===== config.mk =====
export PLATFORM = sky130hd
export DESIGN_NAME = uart_frame_sender
export DESIGN_NICKNAME = d
export VERILOG_FILES = /design/src/rtl/uart_pkg.sv /design/src/rtl/tx_byte_hs.sv /design/src/rtl/uart_frame_sender.sv
export SDC_FILE = /design/constraint.sdc
export NUM_CORES = 1
export LEC_CHECK = 0
export BUFFER_PORTS_ARGS = -buffer_cell sky130_fd_sc_hd__clkbuf_2
export CORE_ASPECT_RATIO = 0.7
export CORE_MARGIN = 3
export CORE_UTILIZATION = 50
export DETAILED_ROUTE_END_ITERATION = 16
export PLACE_DENSITY = 0.72
export SYNTH_ARGS = -nofsm -noshare
export SYNTH_HDL_FRONTEND = slang
export SYNTH_SLANG_ARGS = --single-unit

===== constraint.sdc =====
create_clock -name clk_50m -period 2.7 [get_ports clk_50m]
set_clock_uncertainty 0.1 [all_clocks]
set_input_delay 0.54 -clock clk_50m [delete_from_list [all_inputs] [get_ports clk_50m]]
set_output_delay 0.54 -clock clk_50m [all_outputs]
set_load 0.01 [all_outputs]

===== src/rtl/uart_pkg.sv =====
// rtl/uart_pkg.sv - shared types and constants for the UART frame sender
//
// Purpose: FSM state enums, frame length, byte index constants, default
//          SYNC value and the frame byte selector used by uart_frame_sender.
// Ports:   none (package).

package uart_pkg;

   localparam logic [7:0] DEFAULT_SYNC_BYTE = 8'hA5;
   localparam int         FRAME_LEN         = 5;

   localparam logic [2:0] IDX_SYNC    = 3'd0;
   localparam logic [2:0] IDX_SEQ     = 3'd1;
   localparam logic [2:0] IDX_DATA_HI = 3'd2;
   localparam logic [2:0] IDX_DATA_LO = 3'd3;
   localparam logic [2:0] IDX_CSUM    = 3'(FRAME_LEN - 1);

   typedef enum logic [2:0] {
      ST_IDLE,
      ST_POP,
      ST_LATCH,
      ST_SEND,
      ST_NEXT
   } state_t;

   typedef enum logic [1:0] {
      HS_IDLE,
      HS_LOAD,
      HS_WAIT_ACK,
      HS_WAIT_DONE
   } hs_state_t;

   function automatic logic [7:0] frame_byte(
      input logic [2:0]  idx,
      input logic [7:0]  sync,
      input logic [7:0]  seq,
      input logic [15:0] word,
      input logic [7:0]  csum
   );
      logic [7:0] b;
      b = 8'h00;
      case (idx)
         IDX_SYNC:    b = sync;
         IDX_SEQ:     b = seq;
         IDX_DATA_HI: b = word[15:8];
         IDX_DATA_LO: b = word[7:0];
         IDX_CSUM:    b = csum;
         default:     b = 8'h00;
      endcase
      return b;
   endfunction

endpackage


===== src/rtl/tx_byte_hs.sv =====
// rtl/tx_byte_hs.sv - single-byte transmit handshake with ack timeout
//
// Purpose: on start, waits for the transmitter to be free, strobes one byte,
//          then waits for tx_busy to rise (bounded by ACK_TIMEOUT) and fall.
// Ports:
//   clk, rst_n   clock, asynchronous active-low reset
//   start        request to send byte_in (accepted only when idle)
//   byte_in      byte to send, sampled when the strobe is issued
//   tx_busy      transmitter busy flag
//   done         one-cycle pulse: byte finished (or abandoned on timeout)
//   timeout      one-cycle pulse together with done when no ack was seen
//   tx_data      registered byte to the transmitter, held between strobes
//   tx_wr_en     registered one-cycle transmit strobe

module tx_byte_hs
   import uart_pkg::*;
#(
   parameter int unsigned ACK_TIMEOUT = 64
) (
   input  logic       clk,
   input  logic       rst_n,
   input  logic       start,
   input  logic [7:0] byte_in,
   input  logic       tx_busy,
   output logic       done,
   output logic       timeout,
   output logic [7:0] tx_data,
   output logic       tx_wr_en
);

   localparam int CW = $clog2(ACK_TIMEOUT + 1);

   hs_state_t     state, state_nx;
   logic [CW-1:0] cnt, cnt_nx;
   logic [7:0]    tx_data_nx;
   logic          tx_wr_en_nx;

   always_ff @(posedge clk or negedge rst_n) begin
      if (!rst_n) begin
         state    <= HS_IDLE;
         cnt      <= '0;
         tx_data  <= 8'h00;
         tx_wr_en <= 1'b0;
      end else begin
         state    <= state_nx;
         cnt      <= cnt_nx;
         tx_data  <= tx_data_nx;
         tx_wr_en <= tx_wr_en_nx;
      end
   end

   always_comb begin
      state_nx    = state;
      cnt_nx      = cnt;
      tx_data_nx  = tx_data;
      tx_wr_en_nx = 1'b0;
      done        = 1'b0;
      timeout     = 1'b0;
      case (state)
         HS_IDLE: begin
            if (start) state_nx = HS_LOAD;
         end
         HS_LOAD: begin
            if (!tx_busy) begin
               tx_data_nx  = byte_in;
               tx_wr_en_nx = 1'b1;
               cnt_nx      = '0;
               state_nx    = HS_WAIT_ACK;
            end
         end
         HS_WAIT_ACK: begin
            // The strobe is visible during the first WAIT_ACK cycle, so that
            // cycle counts as the first of the ACK_TIMEOUT waiting cycles.
            if (tx_busy) begin
               state_nx = HS_WAIT_DONE;
            end else if (cnt == CW'(ACK_TIMEOUT - 1)) begin
               timeout  = 1'b1;
               done     = 1'b1;
               state_nx = HS_IDLE;
            end else begin
               cnt_nx = cnt + CW'(1);
            end
         end
         HS_WAIT_DONE: begin
            if (!tx_busy) begin
               done     = 1'b1;
               state_nx = HS_IDLE;
            end
         end
         default: state_nx = HS_IDLE;
      endcase
   end

endmodule


===== src/rtl/uart_frame_sender.sv =====
// rtl/uart_frame_sender.sv - wraps FIFO words into 5-byte UART frames
//
// Purpose: pops one 16-bit word per frame and sends SYNC, SEQ, DATA_HI,
//          DATA_LO, CSUM through the transmitter wr_en/busy handshake.
// Ports:
//   clk_50m, rst_n        clock (also FIFO read clock), async active-low reset
//   enable                allow new frames; a frame in flight always completes
//   fifo_empty, fifo_q    FIFO read side; q valid one cycle after fifo_rdreq
//   fifo_rdreq            one-cycle pop strobe
//   tx_busy               transmitter busy flag
//   tx_data, tx_wr_en     byte and one-cycle strobe to the transmitter
//   frame_cnt             completed frames, wrapping
//   busy                  high whenever the FSM is not idle
//   ack_err               sticky: the transmitter failed to acknowledge a byte

module uart_frame_sender
   import uart_pkg::*;
#(
   parameter logic [7:0]  SYNC_BYTE   = DEFAULT_SYNC_BYTE,
   parameter int unsigned ACK_TIMEOUT = 64,
   parameter logic [7:0]  SEQ_INIT    = 8'h00
) (
   input  logic        clk_50m,
   input  logic        rst_n,
   input  logic        enable,
   input  logic        fifo_empty,
   input  logic [15:0] fifo_q,
   output logic        fifo_rdreq,
   input  logic        tx_busy,
   output logic [7:0]  tx_data,
   output logic        tx_wr_en,
   output logic [15:0] frame_cnt,
   output logic        busy,
   output logic        ack_err
);

   state_t      state, state_nx;
   logic [2:0]  idx, idx_nx;
   logic [7:0]  seq, seq_nx;
   logic [15:0] word_r, word_nx;
   logic [7:0]  csum_r, csum_nx;
   logic [15:0] frame_cnt_nx;
   logic        rdreq_nx, busy_nx, ack_err_nx;

   logic        hs_start, hs_done, hs_timeout;
   logic [7:0]  hs_byte;

   // The handshake is kicked off from POP so that SYNC (which does not depend
   // on the popped word) goes out while LATCH captures the data; this keeps
   // the gap between frames down to three cycles.
   assign hs_start = (state == ST_POP) || ((state == ST_NEXT) && (idx != IDX_CSUM));
   assign hs_byte  = frame_byte(idx, SYNC_BYTE, seq, word_r, csum_r);

   tx_byte_hs #(
      .ACK_TIMEOUT(ACK_TIMEOUT)
   ) u_hs (
      .clk     (clk_50m),
      .rst_n   (rst_n),
      .start   (hs_start),
      .byte_in (hs_byte),
      .tx_busy (tx_busy),
      .done    (hs_done),
      .timeout (hs_timeout),
      .tx_data (tx_data),
      .tx_wr_en(tx_wr_en)
   );

   always_ff @(posedge clk_50m or negedge rst_n) begin
      if (!rst_n) begin
         state      <= ST_IDLE;
         idx        <= IDX_SYNC;
         seq        <= SEQ_INIT;
         word_r     <= 16'h0000;
         csum_r     <= 8'h00;
         frame_cnt  <= 16'h0000;
         fifo_rdreq <= 1'b0;
         busy       <= 1'b0;
         ack_err    <= 1'b0;
      end else begin
         state      <= state_nx;
         idx        <= idx_nx;
         seq        <= seq_nx;
         word_r     <= word_nx;
         csum_r     <= csum_nx;
         frame_cnt  <= frame_cnt_nx;
         fifo_rdreq <= rdreq_nx;
         busy       <= busy_nx;
         ack_err    <= ack_err_nx;
      end
   end

   always_comb begin
      state_nx     = state;
      idx_nx       = idx;
      seq_nx       = seq;
      word_nx      = word_r;
      csum_nx      = csum_r;
      frame_cnt_nx = frame_cnt;
      rdreq_nx     = 1'b0;
      ack_err_nx   = ack_err;
      case (state)
         ST_IDLE: begin
            if (enable && !fifo_empty) begin
               rdreq_nx = 1'b1;
               state_nx = ST_POP;
            end
         end
         ST_POP: begin
            state_nx = ST_LATCH;
         end
         ST_LATCH: begin
            word_nx  = fifo_q;
            csum_nx  = seq + fifo_q[15:8] + fifo_q[7:0];
            idx_nx   = IDX_SYNC;
            state_nx = ST_SEND;
         end
         ST_SEND: begin
            if (hs_timeout) ack_err_nx = 1'b1;
            if (hs_done)    state_nx   = ST_NEXT;
         end
         ST_NEXT: begin
            if (idx != IDX_CSUM) begin
               idx_nx   = idx + 3'd1;
               state_nx = ST_SEND;
            end else begin
               frame_cnt_nx = frame_cnt + 16'd1;
               seq_nx       = seq + 8'd1;
               // idx must already be SYNC when the next POP starts the handshake.
               idx_nx       = IDX_SYNC;
               if (enable && !fifo_empty) begin
                  rdreq_nx = 1'b1;
                  state_nx = ST_POP;
               end else begin
                  state_nx = ST_IDLE;
               end
            end
         end
         default: state_nx = ST_IDLE;
      endcase
      busy_nx = (state_nx != ST_IDLE);
   end

endmodule


==> results.txt <==
----------------------------------------------------
[Outcome]
  Status ... complete, no violations

[Timing]
  Fin. max-slew vios ... 0
  Setup WS post-layout ... 0.155 ns
  Final number of hold-violating endpoints ... 0
  Final count of negative-setup-slack endpoints ... 0
  Minimum hold slack ... 0.00633 ns
  Final clock period utilization by the worst path ... 94.2%
  Highest clock frequency the design can meet ... 393 MHz
  Min Tclk post-route ... 2.54 ns
  Slew of the pin with the lowest slew margin ... 0.463 ns
  Worst max-slew margin expressed relative to the limit ... 68.8%

[Floorplan]
  Top-Level Pins ... 49
  Initial Util ... 52.0%
  Standard cell core area ... 7350 µm²
  DIE AREA ... 8750 µm²
  Die height ... 79.2 µm
  Die width ... 111 µm
  Number of placement rows ... 26

[Yosys]
  Syn_area_per_cell ... 10.9 µm²
  Unique cell type count in the Yosys netlist ... 48
  Number of synthesized register bits ... 75
  Area of the mapped netlist ... 3820 µm²
  Post-synth ARST share ... 100%
  Synthesized instance count ... 352
  Number of flops mapped to enable cells by yosys ... 0
  Commonest register cell after synthesis ... sky130_fd_sc_hd__dfrtp_1
  Net Count, Synth ... 395
  Sequential-to-total area share from yosys stat ... 49.1%
  Synth Warn # ... 0

[Final layout]
  Diodes inserted ... 0
  Number of nets at the end of the flow ... 446
  Layout area overhead ... 14.8%
  Leading cell types in the layout, fill and taps excluded ... 75 x sky130_fd_sc_hd__dfrtp_1, 47 x sky130_fd_sc_hd__clkbuf_2, 25 x sky130_fd_sc_hd__nand2_1, 24 x sky130_fd_sc_hd__xnor2_1, 21 x sky130_fd_sc_hd__a21oi_1
  Commonest non-fill, non-tap cell in the layout ... sky130_fd_sc_hd__dfrtp_1
  Register Area ... 1880 µm²
  Number of inserted filler cells in the final layout ... 626
  Multi-input combinational cell area ... 1800 µm²
  Fraction of layout instances using a drive strength above 1 ... 24.3%

[Clock tree]
  Clock buffer count from CTS ... 9
  # Post-CTS Setup Buffers ... 0
  Worst-Skew Late Latency ... 0.35 ns
  Clock tree root driver cell ... sky130_fd_sc_hd__clkbuf_8
  Clock tree sinks ... 75
  Number of hold buffers added after cts ... 0
  CTS tree ... done
  Post-cts resize count ... 0
  Clock transition time at the flip-flop clock pins of the worst setup and hold paths ... 0.09 ns
  H-tree depth reported by CTS ... 3
  Clock tree buffer depth ... 2

[Detailed routing]
  Initial drt markers ... 264
  Routed len/inst ... 16.6 µm
  Remaining antenna violation count after routing ... 0
  Via count of the routed design ... 2860
  TritonRoute pass-1 iters ... 5
  Wirelength, routed ... 8.38 mm
  Remaining routing DRC violations ... 0
  Vias per cell ... 5.65

[GRT]
  Total global routing track utilization ... 20.2%
  Vias in the first global route ... 2723
  Overflow left after global routing ... 0
  Antenna violations before repair ... 0
  Maximum number of pins on one net before global-route repair ... 34
  Wire length of the first global-routing pass ... 14.0 mm

[Power]
  Int Power ... 2290 µW
  Peak supply drop ... 0.329 mV
  Fraction of power spent switching nets ... 33.6%
  Sequential fraction of design power ... 48.9%
  Combinational share of power ... 25.6%
  Static Leak ... 0.00199 µW
  Power density over the cells ... 787 nW/µm²
  Switching power ... 1160 µW
  Clock share of power ... 25.4%

[Critical path]
  Setup crit start kind ... flip-flop
  Req. time, crit path ... 2.83 ns
  Kind of critical path ... reg2reg
  Data arrival time of the worst path ... 2.67 ns
  Max FO, Critical Path ... 5
  Sort of element at the end of the critical path ... flip-flop
  Setup slack of the worst register-to-register path ... 0.16 ns

[Place]
  GPL Wtd Cong ... 0.883
  Count of port buffers added during placement ... 48
  HPWL reported at the end of detailed placement ... 6.12 mm
  Post-Place Setup Slack ... -0.0823 ns

[Run]
  Max Cap Violations ... 0

[Min path]
  Hold WC Path Type ... in2async

----------------------------------------------------
## synthesized netlist by cell type (all sizes together), types with 5 or more instances
cell     n  area (µm²)
dfrtp   75        1880
nand2   25        93.8
xnor2   24         210
a21oi   21         105
inv     19        71.3
o21ai   19        95.1
mux2    17         191
nor2    15        56.3
ha      14         175
clkbuf  11        42.5
nand3   10        55.1
nand4    9        56.3
fa       8         160
buf      7        40.0
xor2     7        61.3
nor3     6        45.0
o21a     5        37.5
o22ai    5        31.3
## worst paths after layout
kind	start	cells after the start	end
worst min-delay path	rst_n	1	u_hs.cnt[0]
max in group asynchronous	rst_n	2	word_r[3]
min in group clk_50m	fifo_q[7]	2	word_r[7]
worst max register to register	seq[1]	9	csum_r[7]
worst max-delay path	seq[1]	9	csum_r[7]
worst min register to register	ack_err	2	ack_err
## cells by family after synthesis
group	synth area share [%]
simple gates	12.8
compound gates	13.0
flops	49.1
buf+inv	4.02
xor+xnor	7.10
fa+ha+maj	8.77
mux	5.27
## cell type report
cell class              instances  area share (%)
flip-flops and latches         75            42.8
clock inverters                 7            1.77
well taps                      98            2.79
clock buffers                   9            2.82
multi-input cells             240            41.0
inverters                      19            1.63
repair buffers                 58            7.24
## routing by layer
layer | track usage, % | vias to the layer above | routed length (µm)
li1 | - | 1360 | -
met1 | 29.9 | 1413 | 4200
met2 | 29.0 | 73 | 3620
met3 | 5.18 | 14 | 413
met4 | 6.64 | 0 | 148
met5 | 0 | - | 0
## through the flow
step	total power [µW]	TNS, ns	cells	utilization [%]	area, µm²
5_1_grt	3690	-0.00786	506	59.7	4390
3_3_place_gp	2550	-0.00464	488	56.7	4170
2_1_floorplan	2300	0	352	-	3820
6_report	3450	0	506	59.7	4390
3_5_place_dp	2600	-0.0823	488	56.7	4170
4_1_cts	3470	0	504	59.5	4370
## critical path, stage by stage, from the launching register on
cell                       delay (ns)
sky130_fd_sc_hd__dfrtp_1         0.45
sky130_fd_sc_hd__fa_1            0.51
sky130_fd_sc_hd__ha_1            0.19
sky130_fd_sc_hd__inv_1           0.06
sky130_fd_sc_hd__fa_1            0.39
sky130_fd_sc_hd__nand2b_1        0.18
sky130_fd_sc_hd__a21oi_1         0.18
sky130_fd_sc_hd__o22ai_1         0.13
sky130_fd_sc_hd__xnor2_1         0.15
sky130_fd_sc_hd__o21ai_0         0.08
## registers in the layout, indices dropped and copies added, names as in the netlist, 2 cells and up
signal        count
u_hs.tx_data      8
seq               8
frame_cnt        16
u_hs.cnt          7
idx               3
csum_r            8
u_hs.state        2
state             3
word_r           16
## power groups by stage
stage | clock network (µW) | logic, µW | registers (µW)
5_1_grt | 952 | 1000 | 1730
6_report | 878 | 886 | 1690
2_1_floorplan | 0 | 700 | 1600
4_1_cts | 897 | 892 | 1680
3_3_place_gp | 0 | 858 | 1690
3_5_place_dp | 0 | 891 | 1710
Power figures use the tool's default switching activity.
